**config.mk**
```make
export PLATFORM = sky130hd
export DESIGN_NAME = serial_addsub_flat
export DESIGN_NICKNAME = d
export VERILOG_FILES = /design/src/rtl/serial_addsub_if.sv /design/src/rtl/serial_addsub.sv /design/src/flat_wrapper.sv
export SDC_FILE = /design/constraint.sdc
export NUM_CORES = 1
export LEC_CHECK = 0
export ABC_AREA = 1
export BUFFER_PORTS_ARGS = -buffer_cell sky130_fd_sc_hd__buf_2
export CAP_MARGIN = 20
export CELL_PAD_IN_SITES_DETAIL_PLACEMENT = 1
export CELL_PAD_IN_SITES_GLOBAL_PLACEMENT = 1
export CORE_MARGIN = 4
export CORE_UTILIZATION = 45
export CTS_CLUSTER_SIZE = 30
export DETAILED_ROUTE_END_ITERATION = 16
export PLACE_DENSITY = 0.9
export SLEW_MARGIN = 5
export SYNTH_ARGS = -nofsm -noshare
export SYNTH_HDL_FRONTEND = slang
export SYNTH_SLANG_ARGS = --single-unit
```
**constraint.sdc**
```tcl
create_clock -name clk -period 3.4 [get_ports clk]
set_input_delay 0.51 -clock clk [delete_from_list [all_inputs] [get_ports clk]]
set_output_delay 0.51 -clock clk [all_outputs]
set_load 0.005 [all_outputs]
```
**src/rtl/serial_addsub_if.sv**
```systemverilog
// serial_addsub_if: start/done handshake, operands and result/flag bus of the
// digit-serial adder/subtractor. The requester drives the master side; the
// arithmetic unit sits on the slave side.
interface serial_addsub_if #(
  parameter int WIDTH = 8
);
  logic             start;
  logic             sub;
  logic [WIDTH-1:0] a;
  logic [WIDTH-1:0] b;
  logic             cin;
  logic             busy;
  logic             done;
  logic [WIDTH-1:0] s;
  logic             cf;
  logic             of;
  logic             zf;

  modport master (
    output start, sub, a, b, cin,
    input  busy, done, s, cf, of, zf
  );

  modport slave (
    input  start, sub, a, b, cin,
    output busy, done, s, cf, of, zf
  );
endinterface

```
**src/rtl/serial_addsub.sv**
```systemverilog
// serial_addsub: multi-cycle adder/subtractor that walks the operands LSB first,
// DIGIT bits per clock, through a DIGIT-wide ripple-carry slice. One operation
// takes N = WIDTH/DIGIT RUN cycles followed by a one-cycle DONE pulse.
// Optional feature: define SERIAL_ADDSUB_SAT_EN for signed saturation of s
// (cf/of still describe the unsaturated operation, zf follows the clamped s).
module serial_addsub #(
  parameter int WIDTH = 8,
  parameter int DIGIT = 1
) (
  input  logic           clk,
  input  logic           rst_n,
  serial_addsub_if.slave bus
);

  localparam int N  = WIDTH / DIGIT;
  localparam int CW = (N > 1) ? $clog2(N) : 1;

  typedef enum logic [1:0] {IDLE, RUN, DONE} state_t;

  state_t           state;
  state_t           state_next;
  logic             load;
  logic             step;
  logic             last;
  logic [CW-1:0]    cnt;

  // Operand shift registers; B is stored already inverted for subtraction.
  logic [WIDTH-1:0] a_sr;
  logic [WIDTH-1:0] b_sr;
  logic [WIDTH-1:0] res_sr;
  logic             carry;

  logic [DIGIT-1:0] sum_dig;
  logic             c_out;
  logic             c_msb_in;
  logic             ovf;
  logic [WIDTH-1:0] sum_word;
  logic [WIDTH-1:0] res_next;
  logic [WIDTH-1:0] s_next;

`ifdef SERIAL_ADDSUB_SAT_EN
  logic             a_sign;

  // Clamp to the signed extreme matching the sign of operand A on overflow.
  function automatic logic [WIDTH-1:0] saturate(input logic [WIDTH-1:0] wrapped,
                                                input logic             overflow,
                                                input logic             sign);
    logic signed [WIDTH-1:0] max_pos;
    logic signed [WIDTH-1:0] min_neg;
    max_pos = {1'b0, {(WIDTH-1){1'b1}}};
    min_neg = {1'b1, {(WIDTH-1){1'b0}}};
    if (!overflow) return wrapped;
    return sign ? min_neg : max_pos;
  endfunction
`endif

  assign last     = (cnt == CW'(N - 1));
  assign bus.busy = (state == RUN);
  assign bus.done = (state == DONE);

  // FSM state register.
  always_ff @(posedge clk or negedge rst_n) begin
    if (!rst_n) state <= IDLE;
    else        state <= state_next;
  end

  // FSM next state: accept start only from IDLE/DONE, leave RUN after the last digit.
  always_comb begin
    state_next = state;
    load       = 1'b0;
    step       = 1'b0;
    case (state)
      IDLE, DONE: begin
        if (bus.start) begin
          load       = 1'b1;
          state_next = RUN;
        end else if (state == DONE) begin
          state_next = IDLE;
        end
      end
      RUN: begin
        step = 1'b1;
        if (last) state_next = DONE;
      end
      default: state_next = IDLE;
    endcase
  end

  // Ripple-carry slice over the current digit; also exposes the carry into its top bit.
  always_comb begin
    logic c;
    c        = carry;
    sum_dig  = '0;
    c_msb_in = carry;
    for (int i = 0; i < DIGIT; i++) begin
      c_msb_in   = c;
      sum_dig[i] = a_sr[i] ^ b_sr[i] ^ c;
      c          = (a_sr[i] & b_sr[i]) | (c & (a_sr[i] ^ b_sr[i]));
    end
    c_out = c;
  end

  // On the final digit the top bit of the slice is the word MSB, so c_msb_in
  // is the carry into the MSB and ovf is the signed overflow of the word.
  assign ovf      = c_msb_in ^ c_out;
  assign sum_word = WIDTH'(sum_dig);
  assign res_next = (res_sr >> DIGIT) | (sum_word << (WIDTH - DIGIT));

`ifdef SERIAL_ADDSUB_SAT_EN
  assign s_next = saturate(res_next, ovf, a_sign);
`else
  assign s_next = res_next;
`endif

  // Operand/result datapath: capture on accepted start, shift one digit per RUN cycle.
  always_ff @(posedge clk) begin
    if (load) begin
      a_sr   <= bus.a;
      b_sr   <= bus.sub ? ~bus.b : bus.b;
`ifdef SERIAL_ADDSUB_SAT_EN
      a_sign <= bus.a[WIDTH-1];
`endif
    end else if (step) begin
      a_sr   <= a_sr >> DIGIT;
      b_sr   <= b_sr >> DIGIT;
      res_sr <= res_next;
    end
  end

  // Digit counter and running carry; subtraction starts with the inverted borrow-in.
  always_ff @(posedge clk or negedge rst_n) begin
    if (!rst_n) begin
      cnt   <= '0;
      carry <= 1'b0;
    end else if (load) begin
      cnt   <= '0;
      carry <= bus.sub ? ~bus.cin : bus.cin;
    end else if (step) begin
      cnt   <= cnt + CW'(1);
      carry <= c_out;
    end
  end

  // Result and flags change only when an operation completes.
  always_ff @(posedge clk or negedge rst_n) begin
    if (!rst_n) begin
      bus.s  <= '0;
      bus.cf <= 1'b0;
      bus.of <= 1'b0;
      bus.zf <= 1'b0;
    end else if (step && last) begin
      bus.s  <= s_next;
      bus.cf <= c_out;
      bus.of <= ovf;
      bus.zf <= (s_next == '0);
    end
  end

endmodule

```
**src/flat_wrapper.sv**
```systemverilog
// flat-port wrapper written by rule: the top's interface ports become plain ports
module serial_addsub_flat 
#(
  parameter int WIDTH = 8,
  parameter int DIGIT = 1
)
  (clk, rst_n, bus_start, bus_sub, bus_a, bus_b, bus_cin, bus_busy, bus_done, bus_s, bus_cf, bus_of, bus_zf);
  serial_addsub_if #(.WIDTH(WIDTH)) bus_i ();
  input  logic clk;
  input  logic rst_n;
  input wire logic [$bits(bus_i.start)-1:0] bus_start;
  input wire logic [$bits(bus_i.sub)-1:0] bus_sub;
  input wire logic [$bits(bus_i.a)-1:0] bus_a;
  input wire logic [$bits(bus_i.b)-1:0] bus_b;
  input wire logic [$bits(bus_i.cin)-1:0] bus_cin;
  output wire logic [$bits(bus_i.busy)-1:0] bus_busy;
  output wire logic [$bits(bus_i.done)-1:0] bus_done;
  output wire logic [$bits(bus_i.s)-1:0] bus_s;
  output wire logic [$bits(bus_i.cf)-1:0] bus_cf;
  output wire logic [$bits(bus_i.of)-1:0] bus_of;
  output wire logic [$bits(bus_i.zf)-1:0] bus_zf;
  assign bus_i.start = bus_start;
  assign bus_i.sub = bus_sub;
  assign bus_i.a = bus_a;
  assign bus_i.b = bus_b;
  assign bus_i.cin = bus_cin;
  assign bus_busy = bus_i.busy;
  assign bus_done = bus_i.done;
  assign bus_s = bus_i.s;
  assign bus_cf = bus_i.cf;
  assign bus_of = bus_i.of;
  assign bus_zf = bus_i.zf;
  serial_addsub #(.WIDTH(WIDTH), .DIGIT(DIGIT)) u_core (.clk(clk), .rst_n(rst_n), .bus(bus_i));
endmodule
```
==> metrics.txt, run 1 <==
mux cell area share after synthesis=0%; critical path endpoint category=output port; clock sink count=40; P_leak=0.000964 µW; yosys warns=0; Final min period=1.95 ns; Sequential Area=0.00112 mm²; TritonRoute pass-1 iters=4; Post-Synthesis Cells=162; Buffers on Ports=33; WP data required=2.89 ns; CTS tree=yes; final hold violation count=0; DP Worst Slack=1.74 ns; Post-route DRC=0; Synth Area in Compound Gates=3.49%; core area=0.00369 mm²; Multi-input gate area=522 µm²; PnR worst setup slack=1.45 ns; most common cell after layout, fill and taps aside=nand2_1; Power Density=913 mW/mm²; Final Setup Violations=0; wire per inst=13.5 µm; Setup Crit Path Kind=reg2out; Post-Synthesis Cell Area=0.00172 mm²; die span in y=69.9 µm; vias in the first global route=1,312; grt ovf=0; fin. max-slew vios=0; CTS clock-pin slew for the worst setup and hold paths=0.07 ns; Setup Skew=0.00304 ns; io pins=34; HP Class=in2async; CTS Buf Count=5; Worst-Skew Late Latency=0.29 ns; Seq cells post-synth=40; Syn-to-layout area delta=15.2%; Antenna Diode Count=0; routed wire length=3.35 mm; worst hold slack=0.135 ns; routed vias=1,171; Final Cycle Share=57.4%; Post-CTS Setup Bufs=0; Max Fanout on Critical Path=11; Die Footprint=0.00488 mm²; Peak Freq=512 MHz; DR iter-0 viols=64; CTS max path bufs=2; Worst Max-Slew Pin Slew=0.431 ns; vias per cell=4.74; adder-cell share of the synthesized area=2.61%; largest net degree at the start of global routing=28; Placer Congestion=0.706; FP Rows=22; Post-CTS Resized=0; max-cap violations=0; share of cells above drive strength 1=22.1%; Synth Area in Simple Gates=19.6%; die extent in x=69.9 µm; Clock Tree Root=clkbuf_8; Avg Inst Size Synth=10.6 µm²; HPWL Detailed=2.50 mm; ANT nets after route=0; largest family of logic cells by synthesized area=simple AND/OR/NAND/NOR gates; total track usage=15.7%; XOR/XNOR share of the synthesized area=4.58%; Max-slew headroom=71.2%; Starting Density=46.7%; first-pass GRT wire length=6.09 mm; run status=finished clean; worst path arrival time=1.44 ns; Distinct cells, synth=20; Setup TNS=0 ns; post-synth net total=186; initial antenna violation count=0; filler cell count=441; htree depth=2; CTS Hold Buffers Added=0; startpoint type of the worst setup path=register; NumNets Final=222; leading cell types in the layout, fill and taps excluded=69 x nand2_1, 33 x buf_2, 23 x edfxtp_1, 17 x dfrtp_1; unrepaired setup endpoints after global routing=no; post-synthesis sequential area ratio=64.8%; VDD IR-drop max=0.409 mV
## synthesized netlist by cell type
| cell | count | area, µm² |
|---|---|---|
| a21oi_1 | 2 | 10.0 |
| buf_4 | 1 | 7.51 |
| buf_6 | 2 | 22.5 |
| clkbuf_8 | 1 | 13.8 |
| clkinv_1 | 1 | 3.75 |
| dfrtp_1 | 17 | 425 |
| edfxtp_1 | 23 | 691 |
| fa_1 | 1 | 20.0 |
| ha_1 | 2 | 25.0 |
| inv_1 | 7 | 26.3 |
| inv_2 | 3 | 11.3 |
| nand2_1 | 69 | 259 |
| nand2_2 | 1 | 6.26 |
| nand2_4 | 1 | 11.3 |
| nand3_1 | 2 | 10.0 |
| nand3_4 | 1 | 17.5 |
| nor2_1 | 9 | 33.8 |
| o21ai_0 | 9 | 45.0 |
| o21ai_1 | 1 | 5.00 |
| xnor2_1 | 9 | 78.8 |
## routing by layer
layer  track usage (%)  vias to the layer above  routed length, µm
met3              4.03                        3                216
met2              26.4                       37               1580
met4              4.47                        0                 38
met5                 0                        -                  0
met1              20.1                      542               1510
li1                  -                      589                  -
## registers in the layout, summed over array words and instances (netlist names)
name,flops
u_core.bus.s,8
u_core.bus.zf,1
u_core.bus.of,1
u_core.bus.cf,1
u_core.cnt,3
u_core.b_sr,8
u_core.c_msb_in,1
u_core.res_sr,7
u_core.state,2
u_core.a_sr,8
## worst max-delay path, cell delays in order (launching register included)
cell and delay (ns):
dfrtp_1 0.37, inv_1 0.14, nand2_1 0.13, inv_1 0.33, buf_2 0.19
## stage by stage
step / util, % / std cells / power (µW) / cell area [µm²]
after floorplan: - / 162 / 1330 / 1720
after global placement: 51.6 / 239 / 1480 / 1900
after detailed placement: 51.6 / 239 / 1540 / 1900
after CTS: 53.8 / 247 / 1850 / 1980
after global routing: 53.8 / 247 / 1980 / 1980
final: 53.8 / 247 / 1810 / 1980
## power by group
group / internal [µW] / leakage (µW) / switching [µW]
clock network: 146 / 0.0000395 / 156
registers: 834 / 0.000448 / 126
logic: 206 / 0.000476 / 343
## cells by family after synthesis
group                      count (synthesis)
AOI/OAI and AO/OA                         12
xor gates and xnor gates                   9
adders and majority gates                  3
DFF                                       40
buffers and inverters                     15
and+or+nand+nor                           83
## path summary, 6_finish.rpt
| path | start | to | slack [ns] | cells past startpoint |
|---|---|---|---|---|
| max | u_core.state[1] | bus_busy | 1.45 | 4 |
| min | rst_n | u_core.bus.s[0] | 0.13 | 1 |
| max reg2reg | u_core.cnt[0] | u_core.bus.s[1] | 1.86 | 6 |
| min reg2reg | u_core.res_sr[3] | u_core.res_sr[2] | 0.47 | 0 |
| max in group asynchronous | rst_n | u_core.bus.of | 2.99 | 1 |
| min in group clk | u_core.res_sr[3] | u_core.res_sr[2] | 0.47 | 0 |
## area by class of cell
type / instances / share of cell area [%]
sequential: 40 / 56.2
multi-input combinational: 107 / 26.3
timing repair buffer: 33 / 8.32
clock buffer: 8 / 4.04
tap: 48 / 3.03
inverter: 11 / 2.08
Note: power is estimated with default switching activity, not from simulation.
==> run 2: changes to the inputs <==
--- a/config.mk
+++ b/config.mk
@@ -11,10 +11,10 @@
 export CELL_PAD_IN_SITES_DETAIL_PLACEMENT = 1
 export CELL_PAD_IN_SITES_GLOBAL_PLACEMENT = 1
 export CORE_MARGIN = 4
-export CORE_UTILIZATION = 45
+export CORE_UTILIZATION = 37
 export CTS_CLUSTER_SIZE = 30
 export DETAILED_ROUTE_END_ITERATION = 16
-export PLACE_DENSITY = 0.9
+export PLACE_DENSITY = 0.8
 export SLEW_MARGIN = 5
 export SYNTH_ARGS = -nofsm -noshare
 export SYNTH_HDL_FRONTEND = slang
==> constraint.sdc (replaced) <==
create_clock -name clk -period 1.6 [get_ports clk]
set_input_delay 0.24 -clock clk [delete_from_list [all_inputs] [get_ports clk]]
set_output_delay 0.24 -clock clk [all_outputs]
set_load 0.005 [all_outputs]
==> run 2 against run 1 <==
Combinational power up 130%. Clock skew up 0.0062 ns. Non-clock buffer count up 6. Routed wire length up 7.8%. Core utilization down 7.7 points. Clock-buffer cell count down 2. Sequential power up 110%. Cell count up 4.0%. Power up 120%. Highest routed layer unchanged.
==> metrics.txt, run 2 (synthesis gave the netlist of run 1 again) <==
run status=finished clean; CTS max path bufs=2; Final Setup Violations=0; leading cell types in the layout, fill and taps excluded=69 x nand2_1, 33 x buf_2, 23 x edfxtp_1, 17 x dfrtp_1; Buffers on Ports=33; largest registers=u_core.a_sr: 8 flops, u_core.b_sr: 8 flops, u_core.bus.s: 8 flops; Power Density=1930 mW/mm²; R2R depth=7; vias per cell=4.68; Final Cycle Share=92.1%; share of cells above drive strength 1=25.4%; Final min period=1.47 ns; grt ovf=0; DR iter-0 viols=76; clock sink count=40; htree depth=2; largest net degree at the start of global routing=19; ANT nets after route=0; total track usage=13.6%; cell breakdown of the critical path=nand2_1 > inv_1 > buf_2; CTS tree=yes; first-pass GRT wire length=6.24 mm; startpoint type of the worst setup path=register; Setup Crit Path Kind=reg2out; TritonRoute pass-1 iters=4; most common cell after layout, fill and taps aside=nand2_1; Worst Max-Slew Pin Slew=0.438 ns; WP data required=1.36 ns; Peak Freq=679 MHz; initial antenna violation count=0; Placer Congestion=0.701; Die Footprint=0.00581 mm²; Setup Skew=0.00922 ns; final hold violation count=0; CTS Buf Count=5; NumNets Final=228; routed vias=1,202; Post-CTS Setup Bufs=0; io pins=34; P_leak=0.000985 µW; Syn-to-layout area delta=18.8%; slowest stage delay, CP=0.45 ns; DP Worst Slack=0.110 ns; Worst-Skew Late Latency=0.29 ns; Antenna Diode Count=0; vias in the first global route=1,328; Starting Density=38.8%; Crit path buffers/inverters=2; routed wire length=3.61 mm; fin. max-slew vios=0; Max-slew headroom=70.7%; unrepaired setup endpoints after global routing=no; max-cap violations=0; HP Class=in2reg; Hold Path Depth=3; Top delay family on crit path=flip-flops; FP Rows=24; critical path endpoint category=output port; worst path arrival time=1.23 ns; die extent in x=76.2 µm; core area=0.00444 mm²; Critical-path top delay cell=dfrtp_1; PnR worst setup slack=0.127 ns; CTS clock-pin slew for the worst setup and hold paths=0.08 ns; filler cell count=524; Setup TNS=0 ns; die span in y=76.2 µm; VDD IR-drop max=0.670 mV; HPWL Detailed=2.75 mm; Clock Tree Root=clkbuf_8; Max Fanout on Critical Path=6; stages on the worst setup path=3; wire per inst=14.0 µm; Post-route DRC=0
-- run 2: cell count changes in the layout (fill, tap and decap cells not counted), sizes merged --
cell | before | now
buf | 33 | 38
clkinvlp | 0 | 2
dlygate4sd3 | 0 | 1
clkbuf | 8 | 6
-- run 2: worst reg2reg max path, cell delays in order (launching register included) --
cell     delay (ns)
dfrtp_1        0.40
ha_1           0.21
ha_2           0.20
nand3_4        0.12
buf_4          0.19
nor2_1         0.08
nand2_1        0.06
nand2_1        0.05
-- run 2: repair_timing --
item / CTS / global route
hold buffers: 1 / 0
resized for setup: 0 / 2
setup endpoints to repair: 0 / 4
hold endpoints to repair: 17 / 0
-- run 2: where the power goes --
group	total, µW	switching [µW]	leakage (µW)	internal [µW]
clock network	647	345	0.0000388	302
registers	2040	264	0.000448	1770
logic	1270	764	0.000498	505
-- run 2: layout make-up --
cell class	instances	area, µm²	share of cell area (%)
Sequential cell	40	1120	54.5
Tap cell	52	65.1	3.18
Multi-Input combinational cell	107	524	25.6
Inverter	11	45.0	2.20
Clock inverter	2	11.3	0.550
Timing Repair Buffer	39	213	10.4
Clock buffer	6	72.6	3.55
-- run 2: final timing paths --
check / from / endpoint / slack [ns]
worst max-delay path: u_core.state[0] / bus_busy / 0.13
worst min-delay path: bus_a[3] / u_core.a_sr[3] / 0.21
worst max register to register: u_core.cnt[0] / u_core.bus.zf / 0.18
worst min register to register: u_core.res_sr[7] / u_core.res_sr[6] / 0.46
max in group asynchronous: rst_n / u_core.state[0] / 0.91
min in group asynchronous: rst_n / u_core.bus.s[0] / 0.40
-- run 2: routing by layer --
metal | wire (µm) | vias to the layer above | global-route usage (%)
li1 | - | 602 | -
met1 | 1560 | 560 | 17.0
met2 | 1780 | 34 | 22.6
met3 | 217 | 6 | 4.61
met4 | 42 | 0 | 3.80
met5 | 0 | - | 0
-- run 2: stage by stage --
step	total power, µW	utilization [%]	instances	area (µm²)	hold slack [ns]
finish	3950	46.1	257	2050	0.214
global route	4320	46.1	257	2050	0.208
CTS	4030	45.9	257	2040	0.202
detailed placement	3370	43.8	248	1950	0.193
global placement	3240	43.8	248	1950	0.186
floorplan	2820	-	162	1720	-0.0556
==> run 3: changes to the inputs <==
--- a/config.mk
+++ b/config.mk
@@ -10,7 +10,7 @@
 export CAP_MARGIN = 20
 export CELL_PAD_IN_SITES_DETAIL_PLACEMENT = 1
 export CELL_PAD_IN_SITES_GLOBAL_PLACEMENT = 1
-export CORE_MARGIN = 4
+export CORE_MARGIN = 2
 export CORE_UTILIZATION = 37
 export CTS_CLUSTER_SIZE = 30
 export DETAILED_ROUTE_END_ITERATION = 16
==> run 3 against run 2 <==
Clock skew shrank 0.00064 ns. Sequential power is essentially flat. Clock power grew 17%. Highest routed layer unchanged.
==> metrics.txt, run 3 (synthesis gave the netlist of run 1 again) <==
run status=finished clean; HP Class=in2reg; non-filler cells, final=257; slowest stage delay, CP=0.37 ns; share of cells above drive strength 1=25.9%; Placer Congestion=0.688; Crit path buffers/inverters=3; Critical-path top delay cell=dfrtp_1; Top delay family on crit path=buffers and inverters; filler cell count=507; Buffers on Ports=33; CTS tree=yes; global route hottest layer=met2; first-pass GRT wire length=5.59 mm; unrepaired setup endpoints after global routing=no; Antenna Diode Count=0; clock sink count=40; GR Layer Usage met1=17.2%; vias in the first global route=1,216; P_leak=0.00101 µW; reg2reg setup slack=0.19 ns; WP data required=1.36 ns; largest net degree at the start of global routing=19; core area=0.00441 mm²; die extent in x=72.2 µm; worst path arrival time=1.23 ns; HPWL Detailed=2.35 mm; CTS max path bufs=2; Syn-to-layout area delta=20.5%; TritonRoute pass-1 iters=4; Peak Freq=679 MHz; CTS clock-pin slew for the worst setup and hold paths=0.08 ns; PnR worst setup slack=0.127 ns; Post-route DRC=0; Hold Path Depth=3; Power Density=1960 mW/mm²; R2R depth=6; Post-CTS Setup Bufs=0; RR Endpoint=u_core.bus.s[5]; Starting Density=39.0%; Setup TNS=0 ns; Setup Crit Path Kind=reg2out; cell breakdown of the critical path=inv_1 > nand2_1 > inv_2 > buf_2; met2 Track Usage GR=23.2%; DP Worst Slack=0.121 ns; GR Util met3=5.56%; Final min period=1.47 ns; leading cell types in the layout, fill and taps excluded=69 x nand2_1, 33 x buf_2, 23 x edfxtp_1, 17 x dfrtp_1; Clock Tree Root=clkbuf_8; initial antenna violation count=0; NumNets Final=228; wire per inst=12.7 µm; routed wire length=3.27 mm; DR iter-0 viols=33; grt ovf=0; Worst Min Path Start=bus_a[2]; Worst Max-Slew Pin Slew=0.389 ns; io pins=34; most common cell after layout, fill and taps aside=nand2_1; Final Cycle Share=92.1%; r2r startpoint=u_core.cnt[0]; startpoint type of the worst setup path=register; total track usage=14.2%; Setup Skew=0.00858 ns; max-cap violations=0; Final Setup Violations=0; FP Rows=24; Die Footprint=0.00522 mm²; largest registers=u_core.a_sr: 8 flops, u_core.b_sr: 8 flops, u_core.bus.s: 8 flops; Cells after DPL=248; Max-slew headroom=74.1%; critical path endpoint category=output port; die span in y=72.2 µm; routed vias=1,181; ANT nets after route=0; VDD IR-drop max=0.721 mV; vias per cell=4.60; Worst-Skew Late Latency=0.30 ns; CTS Buf Count=5; Worst Hold Endpoint=u_core.a_sr[2]; fin. max-slew vios=0; Max Fanout on Critical Path=6; final hold violation count=0; htree depth=2
==> run 3: final cells by class <==
type                            instances  area [µm²]  area share [%]
Sequential cell                        40        1120            53.8
Tap cell                               52        65.1            3.13
Inverter                               11        45.0            2.17
Clock inverter                          1        5.00           0.241
Clock buffer                            7        97.6            4.70
Timing Repair Buffer                   39         225            10.8
Multi-Input combinational cell        107         522            25.1
==> run 3: where the power goes <==
| part | internal (µW) | switching [µW] |
|---|---|---|
| clock | 400 | 356 |
| sequential | 1770 | 242 |
| combinational | 552 | 761 |
==> run 3: metrics by stage <==
stage | hold slack, ns | power [µW] | area, µm² | util [%]
final | 0.209 | 4080 | 2080 | 47.0
after global routing | 0.223 | 4400 | 2080 | 47.0
after CTS | 0.197 | 4140 | 2070 | 46.9
after detailed placement | 0.188 | 3360 | 1960 | 44.4
after global placement | 0.184 | 3290 | 1960 | 44.4
after floorplan | -0.0556 | 2820 | 1720 | -
==> run 3: worst max-delay path by stage <==
stage	startpoint	end	slack, ns	depth (start not counted)
2_1_floorplan	u_core.cnt[0]	u_core.bus.cf	0.32	6
3_3_place_gp	u_core.cnt[0]	u_core.bus.s[7]	0.08	6
3_5_place_dp	u_core.cnt[0]	u_core.bus.s[7]	0.12	6
4_1_cts	u_core.state[1]	bus_busy	0.02	4
5_1_grt	u_core.state[1]	bus_busy	0.03	4
6_report	u_core.state[1]	bus_busy	0.13	4
==> run 3: worst register-to-register path, cell delays in order (launching register included) <==
cell        delay (ns)
dfrtp_1           0.40
ha_1              0.21
ha_1              0.22
nand3_4           0.14
clkinvlp_4        0.17
nand2_1           0.10
nand2_1           0.05
==> run 3: per-layer routing <==
| metal | vias to the layer above | share of wire, % |
|---|---|---|
| met1 | 543 | 45 |
| met4 | 0 | 1.6 |
| met3 | 5 | 7.0 |
| met2 | 36 | 46 |
| li1 | 597 | - |
| met5 | - | 0 |
==> run 3: repair_timing <==
| action | in CTS | in global routing |
|---|---|---|
| hold endpoints to repair | 17 | 0 |
| hold buffers | 1 | 0 |
| setup endpoints to repair | 0 | 2 |
| gates resized for setup | 0 | 2 |
